File: src/rtl/latch_monitor_if.sv
// Signal bundle between a D-latch under observation and its checking monitor.
// The master side drives the latch observations; the slave side is the monitor.
interface latch_monitor_if #(
  parameter int CW = 8
);
  logic          en;
  logic          d_obs;
  logic          g_obs;
  logic          q_obs;
  logic          qn_obs;
  logic          busy;
  logic          err_pulse;
  logic [1:0]    err_code;
  logic          err_sticky;
  logic          halted;
  logic [CW-1:0] chk_cnt;
  logic [CW-1:0] err_cnt;

  modport master (
    output en, d_obs, g_obs, q_obs, qn_obs,
    input  busy, err_pulse, err_code, err_sticky, halted, chk_cnt, err_cnt
  );

  modport slave (
    input  en, d_obs, g_obs, q_obs, qn_obs,
    output busy, err_pulse, err_code, err_sticky, halted, chk_cnt, err_cnt
  );
endinterface

File: src/rtl/latch_monitor.sv
// Clocked observer for a transparent D-latch: runs a reference latch model,
// delays it by LAT samples and checks q/qn against it, with status and counters.
//
// state | meaning
// IDLE  | monitoring off, counters and sticky held
// FILL  | model and delay line priming, no comparisons
// RUN   | model running, complement and value checks active
// HALT  | frozen after first error (STOP_ON_ERR only)
module latch_monitor #(
  parameter int LAT         = 1,
  parameter int CW          = 8,
  parameter int STOP_ON_ERR = 0
) (
  input  logic             clk,
  input  logic             rest,
  latch_monitor_if.slave   mon
);

  typedef enum logic [1:0] {
    ST_IDLE = 2'd0,
    ST_FILL = 2'd1,
    ST_RUN  = 2'd2,
    ST_HALT = 2'd3
  } state_t;

  localparam logic [2:0] FILL_LOAD = 3'(LAT - 1);

  state_t        state;
  state_t        state_nxt;

  logic [2:0]    fill_cnt;
  logic          exp;
  logic          exp_vld;
  logic [LAT-1:0] dl_exp;
  logic [LAT-1:0] dl_vld;

  logic          err_pulse;
  logic [1:0]    err_code;
  logic          err_sticky;
  logic [CW-1:0] chk_cnt;
  logic [CW-1:0] err_cnt;

  logic          fill_done;
  logic          cmp_en;
  logic          cpl_err;
  logic          val_err;
  logic          exp_nxt;
  logic          vld_nxt;
  logic          model_en;
  logic          do_check;
  logic          do_enter;

  always_comb begin
    fill_done = (fill_cnt == 3'd0);
    cmp_en    = dl_vld[LAT-1];
    cpl_err   = (mon.q_obs == mon.qn_obs);
    val_err   = cmp_en && (mon.q_obs != dl_exp[LAT-1]);
    exp_nxt   = mon.g_obs ? mon.d_obs : exp;
    vld_nxt   = mon.g_obs | exp_vld;

    state_nxt = state;
    model_en  = 1'b0;
    do_check  = 1'b0;
    do_enter  = 1'b0;

    // en low wins over every other transition out of an active state
    case (state)
      ST_IDLE: begin
        if (mon.en) begin
          state_nxt = ST_FILL;
          do_enter  = 1'b1;
        end
      end
      ST_FILL: begin
        if (!mon.en) begin
          state_nxt = ST_IDLE;
        end else begin
          model_en = 1'b1;
          if (fill_done) state_nxt = ST_RUN;
        end
      end
      ST_RUN: begin
        if (!mon.en) begin
          state_nxt = ST_IDLE;
        end else begin
          model_en = 1'b1;
          do_check = 1'b1;
          if ((STOP_ON_ERR != 0) && (cpl_err || val_err)) state_nxt = ST_HALT;
        end
      end
      ST_HALT: begin
        if (!mon.en) state_nxt = ST_IDLE;
      end
      default: state_nxt = ST_IDLE;
    endcase
  end

  always_ff @(posedge clk) begin
    if (rest) state <= ST_IDLE;
    else      state <= state_nxt;
  end

  always_ff @(posedge clk) begin
    if (rest) begin
      fill_cnt   <= 3'd0;
      exp        <= 1'b0;
      exp_vld    <= 1'b0;
      dl_exp     <= '0;
      dl_vld     <= '0;
      err_pulse  <= 1'b0;
      err_code   <= 2'b00;
      err_sticky <= 1'b0;
      chk_cnt    <= '0;
      err_cnt    <= '0;
    end else begin
      err_pulse <= 1'b0;
      err_code  <= 2'b00;

      if (do_enter) begin
        exp_vld  <= 1'b0;
        dl_exp   <= '0;
        dl_vld   <= '0;
        fill_cnt <= FILL_LOAD;
      end

      // stage 0 takes the model value of this edge so stage LAT-1 lines up
      // with q/qn sampled LAT edges later
      if (model_en) begin
        exp     <= exp_nxt;
        exp_vld <= vld_nxt;
        for (int i = LAT - 1; i > 0; i--) begin
          dl_exp[i] <= dl_exp[i-1];
          dl_vld[i] <= dl_vld[i-1];
        end
        dl_exp[0] <= exp_nxt;
        dl_vld[0] <= vld_nxt;
        if (!fill_done) fill_cnt <= fill_cnt - 3'd1;
      end

      if (do_check) begin
        if (cmp_en && (chk_cnt != '1)) chk_cnt <= chk_cnt + CW'(1);
        if (cpl_err || val_err) begin
          err_pulse  <= 1'b1;
          err_code   <= {cpl_err, val_err};
          err_sticky <= 1'b1;
          if (err_cnt != '1) err_cnt <= err_cnt + CW'(1);
        end
      end
    end
  end

  assign mon.busy       = (state == ST_FILL) || (state == ST_RUN);
  assign mon.halted     = (state == ST_HALT);
  assign mon.err_pulse  = err_pulse;
  assign mon.err_code   = err_code;
  assign mon.err_sticky = err_sticky;
  assign mon.chk_cnt    = chk_cnt;
  assign mon.err_cnt    = err_cnt;

endmodule

File: src/flat_wrapper.sv
// flat-port wrapper written by rule: the top's interface ports become plain ports
module latch_monitor_flat 
#(
  parameter int LAT         = 1,
  parameter int CW          = 8,
  parameter int STOP_ON_ERR = 0
)
  (clk, rest, mon_en, mon_d_obs, mon_g_obs, mon_q_obs, mon_qn_obs, mon_busy, mon_err_pulse, mon_err_code, mon_err_sticky, mon_halted, mon_chk_cnt, mon_err_cnt);
  latch_monitor_if #(.CW(CW)) mon_i ();
  input  logic clk;
  input  logic rest;
  input wire logic [$bits(mon_i.en)-1:0] mon_en;
  input wire logic [$bits(mon_i.d_obs)-1:0] mon_d_obs;
  input wire logic [$bits(mon_i.g_obs)-1:0] mon_g_obs;
  input wire logic [$bits(mon_i.q_obs)-1:0] mon_q_obs;
  input wire logic [$bits(mon_i.qn_obs)-1:0] mon_qn_obs;
  output wire logic [$bits(mon_i.busy)-1:0] mon_busy;
  output wire logic [$bits(mon_i.err_pulse)-1:0] mon_err_pulse;
  output wire logic [$bits(mon_i.err_code)-1:0] mon_err_code;
  output wire logic [$bits(mon_i.err_sticky)-1:0] mon_err_sticky;
  output wire logic [$bits(mon_i.halted)-1:0] mon_halted;
  output wire logic [$bits(mon_i.chk_cnt)-1:0] mon_chk_cnt;
  output wire logic [$bits(mon_i.err_cnt)-1:0] mon_err_cnt;
  assign mon_i.en = mon_en;
  assign mon_i.d_obs = mon_d_obs;
  assign mon_i.g_obs = mon_g_obs;
  assign mon_i.q_obs = mon_q_obs;
  assign mon_i.qn_obs = mon_qn_obs;
  assign mon_busy = mon_i.busy;
  assign mon_err_pulse = mon_i.err_pulse;
  assign mon_err_code = mon_i.err_code;
  assign mon_err_sticky = mon_i.err_sticky;
  assign mon_halted = mon_i.halted;
  assign mon_chk_cnt = mon_i.chk_cnt;
  assign mon_err_cnt = mon_i.err_cnt;
  latch_monitor #(.LAT(LAT), .CW(CW), .STOP_ON_ERR(STOP_ON_ERR)) u_core (.clk(clk), .rest(rest), .mon(mon_i));
endmodule
File: config.mk
export PLATFORM = sky130hd
export DESIGN_NAME = latch_monitor_flat
export DESIGN_NICKNAME = d
export VERILOG_FILES = /design/src/rtl/latch_monitor_if.sv /design/src/rtl/latch_monitor.sv /design/src/flat_wrapper.sv
export SDC_FILE = /design/constraint.sdc
export NUM_CORES = 1
export LEC_CHECK = 0
export CAP_MARGIN = 30
export CORE_MARGIN = 4
export CORE_UTILIZATION = 50
export DETAILED_ROUTE_END_ITERATION = 10
export MAX_ROUTING_LAYER = met4
export PLACE_DENSITY = 0.78
export SYNTH_ARGS = -nofsm -noshare
export SYNTH_HDL_FRONTEND = slang
export SYNTH_SLANG_ARGS = --single-unit
File: constraint.sdc
create_clock -name clk -period 5.44 [get_ports clk]
set_input_delay 1.088 -clock clk [delete_from_list [all_inputs] [get_ports clk]]
set_output_delay 1.088 -clock clk [all_outputs]
set_load 0.01 [all_outputs]
Word-level counts from Yosys, hierarchy flattened
Cells that the tools add are included.

Output and inout port bits: 22. Register bits: 28. Logic and storage cells: 58. Bits of input ports: 7.

Equality and inequality tests: 10. Reduce and logical (&&, ||, !) cells: 15. Mux-type cells: 17. Bitwise logic cells: 3. Add/subtract/negate cells: 3.

Operator list (number): adder 8 x 1 -> 8 bit, second input constant (2); inequality test 8 bit, second input constant (2); two-way mux 1 bit (9); two-way mux 3 bit (3); two-way mux 2 bit (4); one-hot mux 2 bit (3 select lines) (1); AND reduction 3 bit (2); OR reduction 2 bit (3); == test 2 bit, second input constant (2); inequality test 2 bit, second input constant (2); AND reduction 2 bit (2); zero test 3 bit (1); inequality test 3 x 2 -> 1 bit, second input constant (1); OR reduction 3 bit (1); subtractor 3 x 1 -> 3 bit, second input constant (1); == test 2 x 1 -> 1 bit, second input constant (1); logical AND 1 bit (2); zero test 2 bit (1); logical OR 1 bit (2); NOT 1 bit (2); nonzero test 2 bit (1); == test 1 bit (1); inequality test 1 bit (1); bitwise OR 1 bit (1).

Logic depth before layout (Yosys ltp)
Gate-level depths: netlist (run 1).

Word-level depth: 5. Mapped depth: 7. Depth with buffers taken out: 6.

Worst setup path before layout (run 1)
No wires, ideal clock.

Path kind: input-to-reg. Start point: in mon_en. End point: reg u_core.err_cnt[7] (netlist: u_core.mon.err_cnt[7]). Data required time: 5319 ps. Path slack: 3164 ps. Setup time: 121 ps. Data arrival time: 2156 ps. Stages: 5. Path through: buf_4 -> nand2_1 -> o22a_2 -> nor4_1 -> mux2_2.

Cells in the longest elaborated chain, start to end: 3.

RTL lines: start, declared (line flat_wrapper.sv:12) `input wire logic [$bits(mon_i.en)-1:0] mon_en;`; two-way mux 1 bit (line latch_monitor.sv:83) `if (!mon.en) begin`; two-way mux 1 bit (line latch_monitor.sv:67) `case (state)`; AND reduction 3 bit (no line); end signal, assigned (line latch_monitor.sv:146) `if (err_cnt != '1) err_cnt <= err_cnt + CW'(1);`; end, declared (line latch_monitor.sv:41) `logic [CW-1:0] err_cnt;`.

Every way passes these cells. A chain may end at the register's enable or synchronous reset.

Worst setup path in the final report (run 1)
Start point: reg u_core.state[0]. End point: out mon_busy.

Cells in the longest elaborated chain, start to end: 2.

RTL lines: start, declared (line latch_monitor.sv:28) `state_t state;`; start signal, assigned (line latch_monitor.sv:100) `else state <= state_nxt;`; == test 2 x 1 -> 1 bit or == test 2 bit (tied branches) (line latch_monitor.sv:152) `assign mon.busy = (state == ST_FILL) || (state == ST_RUN);`; logical OR 1 bit * (line latch_monitor.sv:152); end, declared (line flat_wrapper.sv:17) `output wire logic [$bits(mon_i.busy)-1:0] mon_busy;`.

Every way passes the cells marked *; elsewhere a longest branch is shown, timed or not.

==> reports/results.ini, run 1 <==
[outcome]
status = finished, final reports clean

[placed_design]
gp_congestion = 0.824
place_area_sq_um = 1680
portBuffers = 28
hpwl_um = 2220

[clocking]
cts_max_level = 1
post_cts_resized = 0
cts_tree = done
cts-root-buf = clkbuf_4
clk_path_buf_depth = 2
numCtsBuffers = 3
clock-sinks = 28
cts.clk_slew.worst_paths_ps = 150
cts_setup_buffers = 0
clock_latency_ps = 320
cts_hold_buf = 0

[global_route]
grt_most_used_layer = met2
grt_first_pass_wirelength_um = 5090
first_global_vias = 1205
antenna_found_initial = 0
grt_remaining_overflow = 0
grt_use_met1_pct = 21.4
grt_max_degree = 31
use_met3_pct = 2.55
grt_usage_pct = 18.4
use_met2_pct = 32.7

[setup_path]
crit_type = reg2out
ff2ff_setup_slack_ps = 3410
startpoint = u_core.state[0]$_SDFFE_PP0P_
slowest_delay_ps = 550
crit_fanout = 4
timing.rr.start = u_core.state[0]$_SDFFE_PP0P_
cp_data_arrival_time_ps = 1720
r2r-end = u_core.mon.err_cnt[7]$_SDFFE_PP0P_
crit_chain = inv_1 > ha_1 > clkdlybuf4s50_1
crit_path_end = mon_busy
required_ps = 4350
crit_path_end_kind = output port
slowest_stage = clkdlybuf4s50_1
r2r.worst_path.cells = 6
worst_setup_path_start_kind = flop

[route]
detail-route-antenna-nets = 0
drt_pre_antenna_iters = 4
wl_um = 3060
routedWlPerCell_um = 14.1
vias = 1261
drc = 0
vias_per_cell = 5.81
initialDrtViolationCount = 58

[flow_run]
maxCapViolCount = 0

[timing]
period_share_pct = 51.6
fin_crit_ps = 2810
maxSlewViolCount = 0
clock_skew_ps = 2.28
rsz0062_at_grt = no
tightest_slew_ps = 743
whs_ps = 468
setup_viol = 0
hold_violations = 0
relSlewSlack_pct = 50.4
max_freq_ghz = 0.356
setup_tns_ps = 0

[finish]
n_antenna_cell = 0
fin_area_sq_um = 1720
finish.utilization_pct = 67.2
syn2layout_area_growth_pct = 23.4
final_layout_size_suffix_gt1_share_pct = 4.81
nets = 204

[synth]
yosysWarnings = 0
syn_area_per_cell_sq_um = 8.68
yosys.area.top_type = dfxtp_1
synth_area_leaders = dfxtp_1 (40%), ha_1 (8.1%), a21oi_1 (5.7%)
syn_inst = 161
seq_area_frac_synth_pct = 40.1
ys_seq_elements = 28
ys_top_cells_by_count = dfxtp_1 (28), a21oi_1 (16), nor2_1 (12)
synth_top_area_share_pct = 40.1
syn-num-nets = 177
async_flop_share_pct = 0
yosys.cell_types.count = 36
synth_most_common_cell = dfxtp_1
syn_area_sq_um = 1400
synth-main-ff-cell = dfxtp_1
synth_edf_count = 0

[power_and_ir_drop]
p_per_area_nw_per_um2 = 195
vdd_ir_drop_max_mv = 0.130
p_leak_nw = 0.593

[floorplan]
core-area_sq_um = 2570
rows = 18
die_h_um = 60.9
dieArea_sq_um = 3710
io_pins = 29
start_util_pct = 54.4
die_x_um = 60.9

[worst_hold_path]
hp-class = reg2reg
hold_path_depth = 2

==> flip-flops by register name, indices dropped and copies added, names as in the netlist <==
name                   flops
u_core.cmp_en              1
u_core.fill_cnt            3
u_core.exp                 1
u_core.mon.err_cnt         8
u_core.mon.err_sticky      1
u_core.mon.err_code        2
u_core.mon.chk_cnt         8
u_core.state               2
u_core.mon.err_pulse       1
u_core.dl_exp              1
==> kinds of logic (layout without fill, tap and decap cells) <==
logic type,count (synthesis),after routing,synth area share [%]
compound gates,36,36,16.0
xor+xnor,4,4,2.51
fa+ha+maj,9,9,8.06
buf+inv,16,42,5.19
flops,28,28,40.1
mux,6,6,4.48
simple gates,62,62,23.6
==> report_power, final <==
group	internal (mW)	switching, mW
Combinational	0.0118	0.0149
Sequential	0.207	0.00147
Clock	0.0410	0.0609
Total	0.259	0.0773
==> worst min-delay path by stage <==
stage | startpoint | end | slack [ps]
detailed placement | u_core.mon.err_sticky$_SDFFE_PP0P_ | u_core.mon.err_sticky$_SDFFE_PP0P_ | 440
global route | u_core.mon.err_sticky$_SDFFE_PP0P_ | u_core.mon.err_sticky$_SDFFE_PP0P_ | 520
CTS | u_core.mon.err_sticky$_SDFFE_PP0P_ | u_core.mon.err_sticky$_SDFFE_PP0P_ | 470
finish | u_core.mon.err_sticky$_SDFFE_PP0P_ | u_core.mon.err_sticky$_SDFFE_PP0P_ | 470
global placement | u_core.fill_cnt[0]$_SDFF_PP0_ | u_core.fill_cnt[0]$_SDFF_PP0_ | 450
floorplan | u_core.fill_cnt[0]$_SDFF_PP0_ | u_core.fill_cnt[0]$_SDFF_PP0_ | 440
==> routing by layer <==
| metal | part of all wire, % | wire length (um) |
|---|---|---|
| met1 | 46 | 1420 |
| met2 | 49 | 1510 |
| met3 | 2.8 | 86 |
| met4 | 1.3 | 39 |
| met5 | 0 | 0 |
==> cells in the final DEF (no fill, tap or decap) <==
cell	instances
inv_1	9
ha_1	9
and3_1	1
nand2b_1	3
nor2b_1	3
or4_1	5
o21bai_1	1
nor2_1	12
nand4b_1	1
o31ai_1	6
buf_6	1
and2_0	1
o21ai_0	6
mux2_1	1
a211oi_1	1
clkdlybuf4s50_1	28
nand2_1	10
nor3_1	2
nand3_2	1
nor4_1	3
mux2_2	1
nand4_1	2
o31a_1	1
nand3_1	10
o22a_2	1
clkbuf_4	3
a21oi_1	16
o211ai_1	1
xor2_1	4
dfxtp_1	28
mux2i_1	4
a31oi_1	2
clkbuf_8	1
a2111oi_2	1
or3_1	8
==> worst max-delay path: cells and delay by family, from the launching register on <==
family                     cells  cell delay, ps
buffers and inverters          2             660
DFF                            1             410
adders and majority gates      1             330
==> per-stage QoR <==
| stage | worst slack [ps] | power, mW | cells |
|---|---|---|---|
| 6_report | 2630 | 0.337 | 217 |
| 5_1_grt | 2560 | 0.351 | 217 |
| 3_3_place_gp | 2510 | 0.237 | 212 |
| 4_1_cts | 2630 | 0.338 | 216 |
| 2_1_floorplan | 3160 | 0.228 | 161 |
| 3_5_place_dp | 2390 | 0.238 | 212 |
==> final cells by class <==
| cell class | instances | area [sq um] |
|---|---|---|
| fill | 214 | 843 |
| multi-input combinational | 117 | 764 |
| sequential | 28 | 561 |
| timing repair buffer | 29 | 292 |
| tap | 30 | 37.5 |
| clock buffer | 4 | 36.3 |
| inverter | 9 | 33.8 |
(Power assumes the default switching activity.)
==> run 2, diff against run 1 <==
==> constraint.sdc (replaced) <==
create_clock -name clk -period 2.6 [get_ports clk]
set_input_delay 0.52 -clock clk [delete_from_list [all_inputs] [get_ports clk]]
set_output_delay 0.52 -clock clk [all_outputs]
set_load 0.01 [all_outputs]
==> run 2 against run 1 <==
Sequential share of layout area about the same; combinational power up 120%; core utilization is 0.098 points lower.
==> reports/results.ini, run 2 (synthesized netlist as in run 1, its figures left out) <==
[outcome]
status = finished, final reports clean

[clocking]
clock_latency_ps = 330  ; about the same
cts_hold_buf = 0  ; unchanged
clock-sinks = 28  ; unchanged
cts-root-buf = clkbuf_4
post_cts_resized = 0  ; unchanged
cts_setup_buffers = 0  ; unchanged
cts_max_level = 1  ; unchanged
clk_path_buf_depth = 2  ; unchanged
numCtsBuffers = 3  ; unchanged
cts.clk_slew.worst_paths_ps = 150  ; about the same
cts_tree = done

[timing]
max_freq_ghz = 0.448
whs_ps = 458  ; -9.38 ps
rsz0062_at_grt = no
maxSlewViolCount = 0  ; unchanged
period_share_pct = 85.9
clock_skew_ps = 13.1  ; +10.8 ps
setup_viol = 0  ; unchanged
relSlewSlack_pct = 46.6  ; -3.8 points
fin_crit_ps = 2230
setup_tns_ps = 0  ; unchanged
tightest_slew_ps = 799  ; +56.5 ps
hold_violations = 0  ; unchanged

[route]
routedWlPerCell_um = 13.8  ; -2.0%
drc = 0  ; unchanged
vias = 1250  ; -0.87%
initialDrtViolationCount = 53  ; -8.6%
vias_per_cell = 5.73  ; -1.3%
wl_um = 3010  ; -1.6%
detail-route-antenna-nets = 0  ; unchanged
drt_pre_antenna_iters = 4  ; unchanged

[global_route]
grt_usage_pct = 18.5  ; +0.12 points
grt_first_pass_wirelength_um = 5070  ; -0.28%
antenna_found_initial = 0  ; unchanged
grt_max_degree = 19  ; -39%
first_global_vias = 1225  ; +1.7%
grt_remaining_overflow = 0  ; unchanged

[floorplan]
rows = 18  ; unchanged
io_pins = 29  ; unchanged
die_x_um = 60.9  ; unchanged
dieArea_sq_um = 3710  ; unchanged
start_util_pct = 54.4  ; unchanged
core-area_sq_um = 2570  ; unchanged
die_h_um = 60.9  ; unchanged

[setup_path]
r2r.worst_path.cells = 6  ; unchanged
crit_type = reg2out
crit_path_end_kind = output port
crit_path_end = mon_busy
ff2ff_setup_slack_ps = 580  ; -2830 ps
crit_fanout = 4  ; unchanged
r2r-end = u_core.mon.chk_cnt[7]$_SDFFE_PP0P_
worst_setup_path_start_kind = flop
timing.rr.start = u_core.state[0]$_SDFFE_PP0P_
required_ps = 2080  ; -2270 ps
cp_data_arrival_time_ps = 1710  ; about the same
startpoint = u_core.state[0]$_SDFFE_PP0P_

[power_and_ir_drop]
p_sw_share_pct = 23.4  ; +0.49 points
cell_internal_pwr_mw = 0.513  ; +98%
p_clk_share_pct = 26.5  ; -3.7 points
sequentialPowerShare_pct = 65.0  ; +3.2 points
p_per_area_nw_per_um2 = 389  ; +99%
power_mw = 0.670  ; +99%
comb_power_share_pct = 8.6  ; +0.7 points
vdd_ir_drop_max_mv = 0.291  ; +120%
p_leak_nw = 0.594  ; +0.20%
p_sw_mw = 0.157  ; +100%

[placed_design]
hpwl_um = 2300  ; +3.7%
portBuffers = 28  ; unchanged
gp_congestion = 0.845  ; +2.6%

[worst_hold_path]
hp-class = reg2reg

[finish]
finish.utilization_pct = 67.1  ; -0.098 points
reg.largest.list = u_core.mon.chk_cnt x8, u_core.mon.err_cnt x8, u_core.fill_cnt x3
final_cell_mix = clkdlybuf4s50_1 (28), dfxtp_1 (28), a21oi_1 (16), nor2_1 (12)
final_layout_size_suffix_gt1_share_pct = 5.32  ; +0.51 points
n_antenna_cell = 0  ; unchanged
syn2layout_area_growth_pct = 23.2
nets = 206  ; +0.98%

[flow_run]
maxCapViolCount = 0  ; unchanged

## run 2: cell types whose count changed in the layout (fill, tap and decap cells not counted)
cell,delta
clkbuf_8,-1
buf_4,+3
buf_6,-1
## run 2: how the worst min path moves through the flow
stage | startpoint | to | slack, ps | cells after the start
detailed placement | u_core.mon.err_sticky$_SDFFE_PP0P_ | u_core.mon.err_sticky$_SDFFE_PP0P_ | 440 | 2
CTS | u_core.mon.err_sticky$_SDFFE_PP0P_ | u_core.mon.err_sticky$_SDFFE_PP0P_ | 460 | 2
global route | u_core.mon.err_sticky$_SDFFE_PP0P_ | u_core.mon.err_sticky$_SDFFE_PP0P_ | 480 | 2
global placement | u_core.mon.err_sticky$_SDFFE_PP0P_ | u_core.mon.err_sticky$_SDFFE_PP0P_ | 450 | 2
finish | u_core.mon.err_sticky$_SDFFE_PP0P_ | u_core.mon.err_sticky$_SDFFE_PP0P_ | 460 | 2
floorplan | u_core.fill_cnt[0]$_SDFF_PP0_ | u_core.fill_cnt[0]$_SDFF_PP0_ | 440 | 2
## run 2: per-layer routing
layer / GRT usage [%] / vias up / wire length [um]
met2: 33.3 / 28 / 1560
met1: 20.3 / 581 / 1300
met3: 2.77 / 7 / 104
met5: - / - / 0
met4: 7.43 / 0 / 48
li1: - / 634 / -
## run 2: power by group through the flow
stage / Combinational [mW] / Sequential (mW) / Clock, mW
2_1_floorplan: 0.0337 / 0.444 / 0
3_3_place_gp: 0.0549 / 0.444 / 0
3_5_place_dp: 0.0572 / 0.445 / 0
4_1_cts: 0.0575 / 0.435 / 0.182
5_1_grt: 0.0634 / 0.436 / 0.203
6_report: 0.0575 / 0.435 / 0.177
## run 2: per-stage QoR
stage               cell area (sq um)  instances  setup WS (ps)
floorplan                        1400        161            892
finish                           1720        218            366
global route                     1720        218            265
CTS                              1720        218            362
detailed placement               1700        215            267
global placement                 1700        215            306
## run 2: layout make-up
type / count / area, sq um
fillers: 217 / 846
clock buffers: 3 / 22.5
multi-input cells: 117 / 764
flip-flops and latches: 28 / 561
repair buffers: 31 / 303
well taps: 30 / 37.5
inverters: 9 / 33.8
## run 2: critical path, stage by stage, from the launching register on
cell and delay (ps):
dfxtp_1 400, inv_1 100, ha_1 340, clkdlybuf4s50_1 550
==> run 3, diff against run 2 <==
--- a/config.mk
+++ b/config.mk
@@ -6,11 +6,12 @@
 export NUM_CORES = 1
 export LEC_CHECK = 0
 export CAP_MARGIN = 30
-export CORE_MARGIN = 4
+export CORE_MARGIN = 2
 export CORE_UTILIZATION = 50
 export DETAILED_ROUTE_END_ITERATION = 10
 export MAX_ROUTING_LAYER = met4
 export PLACE_DENSITY = 0.78
+export RECOVER_POWER = 50
 export SYNTH_ARGS = -nofsm -noshare
 export SYNTH_HDL_FRONTEND = slang
 export SYNTH_SLANG_ARGS = --single-unit
==> run 3 against run 2 <==
Via count up 1.9%; critical path type unchanged; register-to-register slack improved by 20 ps; largest cell class unchanged; highest routed layer unchanged; non-clock buffer count is the same; setup slack gained 47 ps; critical path depth did not move.
==> reports/results.ini, run 3 (synthesized netlist as in run 1, its figures left out) <==
[outcome]
status = finished, final reports clean

[global_route]
grt_usage_pct = 20.8  ; +2.3 points
first_global_vias = 1191  ; -2.8%
grt_first_pass_wirelength_um = 5180  ; +2.2%
grt_max_degree = 16  ; -3
antenna_found_initial = 0  ; unchanged
grt_remaining_overflow = 0  ; unchanged

[worst_hold_path]
hp-class = reg2reg
hold_path_depth = 2  ; unchanged
hold_path_startpoint = u_core.mon.err_sticky$_SDFFE_PP0P_

[power_and_ir_drop]
p_leak_nw = 0.633  ; +6.5%
vdd_ir_drop_max_mv = 0.310  ; +6.7%
p_per_area_nw_per_um2 = 404  ; +3.7%
power_mw = 0.698  ; +4.2%

[route]
drc = 0  ; unchanged
detail-route-antenna-nets = 0  ; unchanged
initialDrtViolationCount = 28  ; -47%
routedWlPerCell_um = 13.6  ; -1.6%
vias_per_cell = 5.79  ; +0.99%
wl_um = 2990  ; -0.73%
vias = 1274  ; +1.9%
drt_pre_antenna_iters = 4  ; unchanged

[setup_path]
worst_setup_path_start_kind = flop
startpoint = u_core.state[0]$_SDFFE_PP0P_
crit_type = reg2out
r2r.worst_path.cells = 6  ; unchanged
crit_chain = inv_1 > ha_1 > clkdlybuf4s50_1
cp_data_arrival_time_ps = 1670  ; -40 ps
crit_fanout = 4  ; unchanged
slowest_stage = clkdlybuf4s50_1
slowest_delay_ps = 540  ; about the same
required_ps = 2080  ; about the same
crit_path_end_kind = output port
timing.rr.start = u_core.state[0]$_SDFFE_PP0P_

[finish]
final_layout_size_suffix_gt1_share_pct = 4.76  ; -0.56 points
final_cell_mix = dfxtp_1 (28), clkdlybuf4s50_1 (17), a21oi_1 (16), nor2_1 (12), dlygate4sd3_1 (11)
reg.largest.list = u_core.mon.chk_cnt x8, u_core.mon.err_cnt x8, u_core.fill_cnt x3
syn2layout_area_growth_pct = 23.7
layout_commonest_cell = dfxtp_1
n_antenna_cell = 0  ; unchanged
nets = 206  ; unchanged

[floorplan]
io_pins = 29  ; unchanged
dieArea_sq_um = 3230  ; -13%
die_x_um = 56.9  ; -6.6%
start_util_pct = 51.6  ; -2.9 points
core-area_sq_um = 2710  ; +5.6%
die_h_um = 56.9  ; -6.6%
rows = 19  ; +1

[timing]
setup_viol = 0  ; unchanged
relSlewSlack_pct = 37.9  ; -8.7 points
hold_violations = 0  ; unchanged
rsz0062_at_grt = no
clock_skew_ps = 4.22  ; -8.90 ps
maxSlewViolCount = 0  ; unchanged
tightest_slew_ps = 908  ; +109 ps
max_freq_ghz = 0.457  ; +2.2%
period_share_pct = 84.1  ; -1.8 points
setup_tns_ps = 0  ; unchanged
fin_crit_ps = 2190  ; -47.2 ps

[clocking]
cts_max_level = 1  ; unchanged
cts_tree = done
clk_path_buf_depth = 2  ; unchanged
cts_setup_buffers = 0  ; unchanged
numCtsBuffers = 3  ; unchanged
cts_hold_buf = 0  ; unchanged
cts.clk_slew.worst_paths_ps = 140  ; about the same
clock_latency_ps = 320  ; about the same
post_cts_resized = 0  ; unchanged
clock-sinks = 28  ; unchanged
cts-root-buf = clkbuf_4

[placed_design]
portBuffers = 28  ; unchanged
gp_congestion = 0.820  ; -2.9%
hpwl_um = 2280  ; -1.1%

[flow_run]
maxCapViolCount = 0  ; unchanged

[run 3: cell types whose count changed in the layout (fill, tap and decap cells not counted)]
cell / before / now
o22a_1: 0 / 1
clkdlybuf4s50_1: 28 / 17
dlygate4sd3_1: 0 / 11
a2111oi_0: 0 / 1
o22a_2: 1 / 0
clkbuf_8: 0 / 1
a2111oi_2: 1 / 0
[run 3: cell type report]
type	count	area, sq um
flip-flops and latches	28	561
repair buffers	31	303
multi-input cells	117	757
well taps	31	38.8
clock buffers	4	36.3
fillers	242	981
inverters	9	33.8
[run 3: routing by layer]
metal	track usage, %	part of all wire (%)	up-vias
met5	-	0	-
li1	-	-	634
met1	23.8	43	601
met2	36.0	52	33
met4	8.31	1.2	0
met3	3.46	4.0	6
[run 3: report_power, final]
group / internal, mW / switching, mW / total [mW]
Combinational: 0.0247 / 0.0303 / 0.0550
Sequential: 0.432 / 0.00254 / 0.435
Clock: 0.0857 / 0.122 / 0.208
[run 3: stage by stage]
| stage | cells | setup WS, ps | hold WS, ps | utilization, % | cell area, sq um |
|---|---|---|---|---|---|
| 2_1_floorplan | 161 | 892 | 444 | - | 1400 |
| 3_5_place_dp | 216 | 294 | 466 | 62.7 | 1700 |
| 3_3_place_gp | 216 | 326 | 451 | 62.7 | 1700 |
| 4_1_cts | 220 | 403 | 486 | 64.1 | 1740 |
| 5_1_grt | 220 | 298 | 508 | 63.8 | 1730 |
| 6_report | 220 | 413 | 482 | 63.8 | 1730 |
[run 3: worst paths after layout]
path / end / slack, ps
worst min-delay path: u_core.mon.err_sticky$_SDFFE_PP0P_ / 480
worst max register to register: u_core.mon.err_cnt[5]$_SDFFE_PP0P_ / 600
worst max-delay path: mon_busy / 410
worst min register to register: u_core.mon.err_sticky$_SDFFE_PP0P_ / 480
[run 3: critical path, delay by kind of cell, from the launching register on]
| kind | cells | cell delay, ps |
|---|---|---|
| adder cells (fa/ha/maj) | 1 | 320 |
| buffers and inverters | 2 | 630 |
| flip-flops | 1 | 390 |
